`config.mk`:
```
export PLATFORM = sky130hd
export DESIGN_NAME = dsp_program_sequencer
export DESIGN_NICKNAME = d
export VERILOG_FILES = /design/src/rtl/dsp_program_sequencer.sv
export SDC_FILE = /design/constraint.sdc
export NUM_CORES = 1
export LEC_CHECK = 0
export BUFFER_PORTS_ARGS = -buffer_cell sky130_fd_sc_hd__buf_4
export CAP_MARGIN = 20
export CORE_MARGIN = 3
export CORE_UTILIZATION = 50
export CTS_CLUSTER_DIAMETER = 80
export DETAILED_ROUTE_END_ITERATION = 8
export HOLD_SLACK_MARGIN = 0.06
export PLACE_DENSITY = 0.78
export SKIP_CTS_REPAIR_TIMING = 1
export SYNTH_ARGS = -nofsm -noshare
export SYNTH_HDL_FRONTEND = slang
export SYNTH_SLANG_ARGS = --single-unit
export TNS_END_PERCENT = 20
```
`constraint.sdc`:
```
create_clock -name clk_i -period 5.8 [get_ports clk_i]
set_input_delay 1.45 -clock clk_i [delete_from_list [all_inputs] [get_ports clk_i]]
set_output_delay 1.45 -clock clk_i [all_outputs]
set_load 0.005 [all_outputs]
```
`src/rtl/dsp_program_sequencer.sv`:
```
// dsp_program_sequencer
// Fetches instructions from a synchronous instruction memory and issues them one at a
// time to the DSP controller over its start/valid handshake. It waits for each
// instruction to retire before fetching the next one. It also provides a completion
// pulse, an abort path and a watchdog that flags a controller that stops answering.
module dsp_program_sequencer #(
    parameter int I_WIDTH  = 16,
    parameter int PC_WIDTH = 5,
    parameter int TIMEOUT  = 64,
    parameter int TO_WIDTH = 7
) (
    input  logic                clk_i,
    input  logic                rst_i,
    input  logic                run_i,
    input  logic                abort_i,
    input  logic [PC_WIDTH:0]   prog_len_i,
    output logic                imem_re_o,
    output logic [PC_WIDTH-1:0] imem_addr_o,
    input  logic [I_WIDTH-1:0]  imem_rdata_i,
    output logic                ctrl_start_o,
    output logic [I_WIDTH-1:0]  ctrl_instr_o,
    input  logic                ctrl_valid_i,
    output logic                busy_o,
    output logic                done_o,
    output logic                err_o,
    output logic [PC_WIDTH-1:0] pc_o
);

    typedef enum logic [2:0] {
        S_IDLE,
        S_FETCH,
        S_WAIT_RD,
        S_ISSUE,
        S_RELEASE,
        S_DONE,
        S_ERROR
    } state_t;

    state_t                state_q, state_d;
    logic [PC_WIDTH-1:0]   pc_q, pc_d;
    logic [PC_WIDTH:0]     len_q, len_d;
    logic [TO_WIDTH-1:0]   wd_q, wd_d;
    logic [I_WIDTH-1:0]    instr_q, instr_d;
    logic                  re_q, re_d;
    logic                  start_q, start_d;
    logic                  busy_q, busy_d;
    logic                  done_q, done_d;
    logic                  err_q, err_d;
    logic                  is_last;
    logic                  wd_expired;
    logic                  zero_len_done;

    // Next-state logic. Every output is derived from the next state so it is registered.
    always_comb begin
        state_d       = state_q;
        pc_d          = pc_q;
        len_d         = len_q;
        wd_d          = wd_q;
        instr_d       = instr_q;
        err_d         = err_q;
        zero_len_done = 1'b0;
        // Exact compare against the last index: pc never has to wrap to find the end.
        is_last       = ({1'b0, pc_q} == (len_q - 1'b1));
        wd_expired    = (wd_q == TO_WIDTH'(TIMEOUT - 1));

        if (abort_i && (state_q != S_IDLE)) begin
            state_d = S_IDLE;
            pc_d    = '0;
        end else begin
            case (state_q)
                S_IDLE: begin
                    if (run_i) begin
                        if (prog_len_i != '0) begin
                            len_d   = prog_len_i;
                            pc_d    = '0;
                            err_d   = 1'b0;
                            state_d = S_FETCH;
                        end else begin
                            zero_len_done = 1'b1;
                        end
                    end
                end
                S_FETCH: begin
                    state_d = S_WAIT_RD;
                end
                S_WAIT_RD: begin
                    instr_d = imem_rdata_i;
                    wd_d    = '0;
                    state_d = S_ISSUE;
                end
                S_ISSUE: begin
                    wd_d = wd_q + 1'b1;
                    // A valid that arrives on the expiry cycle still counts as an answer.
                    if (ctrl_valid_i) begin
                        state_d = S_RELEASE;
                    end else if (wd_expired) begin
                        state_d = S_ERROR;
                    end
                end
                S_RELEASE: begin
                    wd_d = wd_q + 1'b1;
                    if (!ctrl_valid_i) begin
                        if (is_last) begin
                            state_d = S_DONE;
                        end else begin
                            pc_d    = pc_q + 1'b1;
                            state_d = S_FETCH;
                        end
                    end else if (wd_expired) begin
                        state_d = S_ERROR;
                    end
                end
                S_DONE:  state_d = S_IDLE;
                S_ERROR: state_d = S_IDLE;
                default: state_d = S_IDLE;
            endcase
        end

        if (state_d == S_ERROR) begin
            err_d = 1'b1;
        end
        re_d    = (state_d == S_FETCH);
        start_d = (state_d == S_ISSUE);
        busy_d  = (state_d != S_IDLE);
        done_d  = (state_d == S_DONE) || zero_len_done;
    end

    // State and output registers. A reset clears everything, including the held instruction.
    always_ff @(posedge clk_i) begin
        if (rst_i) begin
            state_q <= S_IDLE;
            pc_q    <= '0;
            len_q   <= '0;
            wd_q    <= '0;
            instr_q <= '0;
            re_q    <= 1'b0;
            start_q <= 1'b0;
            busy_q  <= 1'b0;
            done_q  <= 1'b0;
            err_q   <= 1'b0;
        end else begin
            state_q <= state_d;
            pc_q    <= pc_d;
            len_q   <= len_d;
            wd_q    <= wd_d;
            instr_q <= instr_d;
            re_q    <= re_d;
            start_q <= start_d;
            busy_q  <= busy_d;
            done_q  <= done_d;
            err_q   <= err_d;
        end
    end

    assign imem_re_o    = re_q;
    assign imem_addr_o  = pc_q;
    assign ctrl_start_o = start_q;
    assign ctrl_instr_o = instr_q;
    assign busy_o       = busy_q;
    assign done_o       = done_q;
    assign err_o        = err_q;
    assign pc_o         = pc_q;

endmodule

```
==> results.ini, run 1 <==
[status]
status = completed

[clock_network]
cts_max_level = 2
clock-sinks = 42
numCtsBuffers = 5
clk_pin_slew_worst_paths_ns = 0.07
ctsLongestPathBuffers = 2
tritoncts = built
cts_root_buffer = clkbuf_8
worstSkewPairLatency_ns = 0.29

[grt]
grt_pass1_vias = 1537
grt_max_degree = 34
grt-ovfl-total = 0
grt_first_pass_wirelength_mm = 6.70
antenna_found_initial = 0
grt_use_total_pct = 19.0

[critical_path]
ff2ff_setup_slack_ns = 3.63
worstSetupPathType = input port to flip-flop
crit_required_ns = 6.03
startpoint = prog_len_i[1]
crit_family = simple AND/OR/NAND/NOR gates
max_stage_delay_ns = 0.66
worstPathMaxFanout = 12
cp_num_buf_inv = 2
r2r-start = state_q[1]
path_cells = buf_4, nor4_2, a21oi_2, nor3_1, inv_1, a21oi_1
crit_slowest_cell = nor3_1
crit_path_start_kind = input port
cp_data_arrival_time_ns = 3.05
cp-end-kind = flip-flop

[finish]
layout-drive-gt1-share_pct = 26.0
area_growth_pct = 25.0
num_antenna_cells = 0
finalNetCount = 319
fin_cells = 336
fill_cells = 351

[timing]
grt_setup_unrepaired = no
slew_headroom_pct = 49.6
setup_viol = 0
timing.final.hold_violations = 0
setup-tns-final_ns = 0
slew_viol_final = 0
fin_crit_ns = 2.82
finalCritPeriodShare_pct = 48.7
worst_pin_slew_ns = 0.751
max_freq_ghz = 0.354
whs_ns = 0.454
skew_ns = 0.00269

[synthesis]
syn_nets = 271
yosysWarnings = 0
ys_ff_latch = 42
synth-edff-count = 0
synth-seq-area-share_pct = 42.5
synthCells = 241
ys_top_cells_by_area = dfxtp_1, nand2_1, a21oi_1
syn_area_um2 = 1980
async_reset_ff_share_pct = 0
synth_area_leader_cell = dfxtp_1
synth_top_area_share_pct = 42.5
synthFlopType = dfxtp_1
post_synth.cell_area_avg_um2 = 8.22
ys_types = 48

[worst_hold_path]
min_from = ctrl_instr_o[5]
min_path_type = flip-flop to flip-flop

[pwr]
peakVddDrop_v = 0.000148
p_leak_nw = 0.991
p_per_area_nw_per_um2 = 252
fin_total_pwr_uw = 624

[die]
die_x_um = 68.9
num_rows = 22
start_util_pct = 52.9
dieArea_um2 = 4750
design.core.area_um2 = 3740
die_y_um = 68.9
ios = 58

[detailed_routing]
via_per_inst = 5.30
drtAntennaViolNets = 0
drt_iter0_markers = 109
drt_first_pass_iters = 4
vias = 1781
wl_mm = 4.30
wl_per_cell_um = 12.8
remaining_drc_errors = 0

[place]
placed_cells = 330
port_buffers = 57
hpwl_mm = 3.09
gp_congestion = 0.789

[run]
maxCapViolations = 0

## per-layer routing
layer / routed length (µm) / global-route usage (%) / vias to the layer above
li1: - / - / 915
met1: 1810 / 21.5 / 802
met2: 2020 / 30.7 / 54
met3: 380 / 9.56 / 10
met4: 89 / 7.06 / 0
met5: 0 / 0 / -
## worst paths after layout
kind,endpoint,cells after the start
max,imem_addr_o[0],6
min,ctrl_instr_o[5],2
max reg2reg,imem_re_o,6
min reg2reg,ctrl_instr_o[5],2
## layout by cell type, fill, tap and decap left out, types with 3 or more instances in the layout
cell and count:
xor2_1 5, inv_1 4, nor3b_1 3, dfxtp_1 42
nand2_1 48, nor3_2 3, buf_4 58, nor3_1 7
nor2_1 20, ha_1 3, nand3_1 9, nand2b_1 6
clkbuf_8 6, xnor2_1 3, a21oi_1 30, mux2i_1 6
## worst register-to-register path, cell delays in order, from the launching register on
cell     delay, ns
dfxtp_1       0.42
nor3_2        0.30
nand2_1       0.14
a21oi_2       0.44
o31ai_1       0.24
or3b_1        0.43
nor2b_1       0.14
## report_power, final
| part | leakage [nW] | switching (mW) | internal, mW |
|---|---|---|---|
| registers | 0.341 | 0.0176 | 0.304 |
| clock network | 0.0431 | 0.0907 | 0.0917 |
| logic | 0.607 | 0.0616 | 0.0580 |
| total | 0.991 | 0.170 | 0.454 |
## cell type report
class	count	area [µm²]	share of cell area (%)
clock buffers	6	82.6	3.34
inverters	4	15.0	0.607
multi-input cells	178	1040	42.1
flip-flops and latches	42	841	34.0
well taps	48	60.1	2.43
repair buffers	58	435	17.6
## metrics by stage
stage	area, µm²	setup WS [ns]	utilization [%]
5_1_grt	2470	2.75	66.1
2_1_floorplan	1980	3.12	-
4_1_cts	2470	2.95	66.1
3_3_place_gp	2390	2.74	63.9
6_report	2470	2.98	66.1
3_5_place_dp	2390	2.64	63.9
## state kept, by name (all words and copies together), names as in the netlist
register,count
done_o,1
busy_o,1
ctrl_start_o,1
wd_q,7
err_o,1
imem_addr_o,5
state_q,3
ctrl_instr_o,16
imem_re_o,1
len_q,6
## kinds of logic after synthesis
family                   Yosys count  synth area share (%)
AND/OR/NAND/NOR                  110                  27.5
AO/OA/AOI/OAI                     51                  16.4
flip-flops                        42                  42.5
buffers and inverters             21                  5.24
XOR/XNOR                           8                  3.54
multiplexers                       6                  3.03
adder cells (fa/ha/maj)            3                  1.90
## synth_stat cells (2+ instances only)
master,count
buf_2,5
clkbuf_1,7
mux2i_1,6
nor2b_1,2
nor4bb_1,2
nor2_1,20
nor3_1,8
inv_1,4
xnor2_1,3
nand2b_1,6
o31ai_1,2
ha_1,3
xor2_1,5
dfxtp_1,42
a21oi_1,30
nand2_1,48
o21ai_0,2
buf_4,5
nor3_2,2
nor3b_1,3
nand3_1,9
(Power assumes the default switching activity.)
==> run 2: changes to the inputs <==
Clock period 5.8 ns to 2.7 ns, I/O delays scaled along.
==> results.ini, run 2 (synthesis gave the netlist of run 1 again) <==
[detailed_routing]
drtAntennaViolNets = 0  ; unchanged
drt_first_pass_iters = 4  ; unchanged
vias = 1770  ; was 1,781
drt_iter0_markers = 59  ; was 109
via_per_inst = 5.21  ; was 5.30
wl_mm = 4.31  ; was 4.30 mm
remaining_drc_errors = 0  ; unchanged
wl_per_cell_um = 12.7  ; was 12.8 µm

[clock_network]
cts_max_level = 2  ; unchanged
clk_pin_slew_worst_paths_ns = 0.08  ; was 0.07 ns
numCtsBuffers = 5  ; unchanged
cts_root_buffer = clkbuf_8  ; unchanged
clock-sinks = 42  ; unchanged
ctsLongestPathBuffers = 2  ; unchanged
tritoncts = built  ; unchanged
worstSkewPairLatency_ns = 0.29  ; about the same

[pwr]
p_sw_share_pct = 24.4  ; was 27.2%
peakVddDrop_v = 0.000303  ; was 0.000148 V
p_per_area_nw_per_um2 = 612  ; was 252 nW/µm²
p_int_mw = 1.18  ; was 454 µW
power_frac_seq_pct = 44.3  ; was 51.6%
p_comb_share_pct = 17.0  ; was 19.2%
p_clk_share_pct = 38.8  ; was 29.2%
p_leak_nw = 1.03  ; was 0.991 nW
switchingPower_uw = 381  ; was 170 µW

[finish]
fin_area_um2 = 2550  ; was 2470 µm²
final_common_cell = buf_4  ; unchanged
fin_cells = 340  ; was 336
layout-drive-gt1-share_pct = 27.1  ; was 26.0%
final_cell_mix = buf_4, nand2_1, dfxtp_1  ; unchanged
finish.utilization_pct = 68.1  ; was 66.1%
multi_input_area_um2 = 1040  ; unchanged
num_antenna_cells = 0  ; unchanged
ff_latch_area_um2 = 841  ; unchanged
finalNetCount = 321  ; was 319
largest_reg_flops = 16  ; unchanged
area_growth_pct = 28.7  ; was 25.0%
fill_cells = 305  ; was 351

[critical_path]
r2r_end = done_o  ; was imem_re_o
crit_slowest_cell = dfxtp_1  ; was nor3_1
r2r-start = state_q[0]  ; was state_q[1]
crit_required_ns = 2.89  ; was 6.03 ns
max_stage_delay_ns = 0.43  ; was 0.66 ns
path_cells = nor3_2, nand2_1, a21oi_2, o31ai_1, buf_4, or3b_1, o32ai_1  ; was buf_4, nor4_2, a21oi_2, nor3_1, inv_1, a21oi_1
crit_path_start_kind = flip-flop  ; was input port
cp-end-kind = flip-flop  ; unchanged
cp-endpoint = done_o  ; was imem_addr_o[0]
r2r_cells = 7  ; was 6
startpoint = state_q[0]  ; was prog_len_i[1]
cp_data_arrival_time_ns = 2.39  ; was 3.05 ns
worstSetupPathType = flip-flop to flip-flop  ; was input port to flip-flop
worstPathMaxFanout = 12  ; unchanged
ff2ff_setup_slack_ns = 0.50  ; was 3.63 ns

[place]
placed_cells = 332  ; was 330
hpwl_mm = 3.12  ; was 3.09 mm
gp_congestion = 0.790  ; was 0.789
placed_area_um2 = 2410  ; was 2390 µm²
dp_slack_ns = 0.493  ; was 2.64 ns
port_buffers = 57  ; unchanged

[die]
die_y_um = 68.9  ; unchanged
die_x_um = 68.9  ; unchanged
num_rows = 22  ; unchanged
ios = 58  ; unchanged
start_util_pct = 52.9  ; unchanged
design.core.area_um2 = 3740  ; unchanged
dieArea_um2 = 4750  ; unchanged

[timing]
worst_pin_slew_ns = 0.584  ; was 0.751 ns
max_freq_ghz = 0.455
slew_headroom_pct = 61.0  ; was 49.6%
layout_setup_ws_ns = 0.501  ; was 2.98 ns
fin_crit_ns = 2.20
finalCritPeriodShare_pct = 81.4
grt_setup_unrepaired = no  ; unchanged
setup-tns-final_ns = 0  ; unchanged
setup_viol = 0  ; unchanged
slew_viol_final = 0  ; unchanged
timing.final.hold_violations = 0  ; unchanged
skew_ns = 0.00841  ; was 0.00269 ns

[grt]
antenna_found_initial = 0  ; unchanged
grt-ovfl-total = 0  ; unchanged
grt_use_total_pct = 20.2  ; was 19.0%
grt_first_pass_wirelength_mm = 7.20  ; was 6.70 mm
grt_max_degree = 34  ; unchanged
grt_pass1_vias = 1668  ; was 1,537

[run]
maxCapViolations = 0  ; unchanged

[status]
status = completed  ; unchanged

[worst_hold_path]
min_path_type = flip-flop to flip-flop  ; unchanged

## run 2: metrics by stage
step / power [mW] / hold slack [ns]
finish: 1.56 / 0.453
global placement: 0.963 / 0.440
detailed placement: 0.969 / 0.446
CTS: 1.58 / 0.456
floorplan: 0.865 / 0.442
global route: 1.63 / 0.474
## run 2: worst min-delay path by stage
stage	from	end	cells after the start
6_report	err_o	err_o	2
5_1_grt	ctrl_instr_o[10]	ctrl_instr_o[10]	2
4_1_cts	err_o	err_o	2
3_5_place_dp	err_o	err_o	2
3_3_place_gp	err_o	err_o	2
2_1_floorplan	err_o	err_o	2
## run 2: worst max-delay path, delay by kind of cell, from the launching register on
kind / cells / cell delay, ns
AND/OR/NAND/NOR: 3 / 0.79
AO/OA/AOI/OAI: 3 / 0.71
buffers and inverters: 1 / 0.17
flip-flops: 1 / 0.43
## run 2: cell type report
cell class              instances  share of cell area, %
multi-input cells             178                   40.8
flip-flops and latches         42                   33.0
repair buffers                 60                   17.7
clock buffers                   6                   3.24
clock inverters                 2                   2.36
well taps                      48                   2.36
inverters                       4                  0.589
## run 2: layer usage
layer	part of all wire (%)	vias to the layer above	wire length [µm]	GRT usage, %
met3	8.9	4	382	7.62
met2	46	60	1980	34.4
met1	44	784	1890	22.4
met5	0	-	0	0
li1	-	922	-	-
met4	1.3	0	58	8.27
## run 2: power by group through the flow
stage	clock network, mW	registers (mW)	logic [mW]
floorplan	0	0.689	0.176
global placement	0	0.703	0.259
detailed placement	0	0.704	0.265
CTS	0.619	0.690	0.267
global route	0.638	0.695	0.301
finish	0.604	0.690	0.265
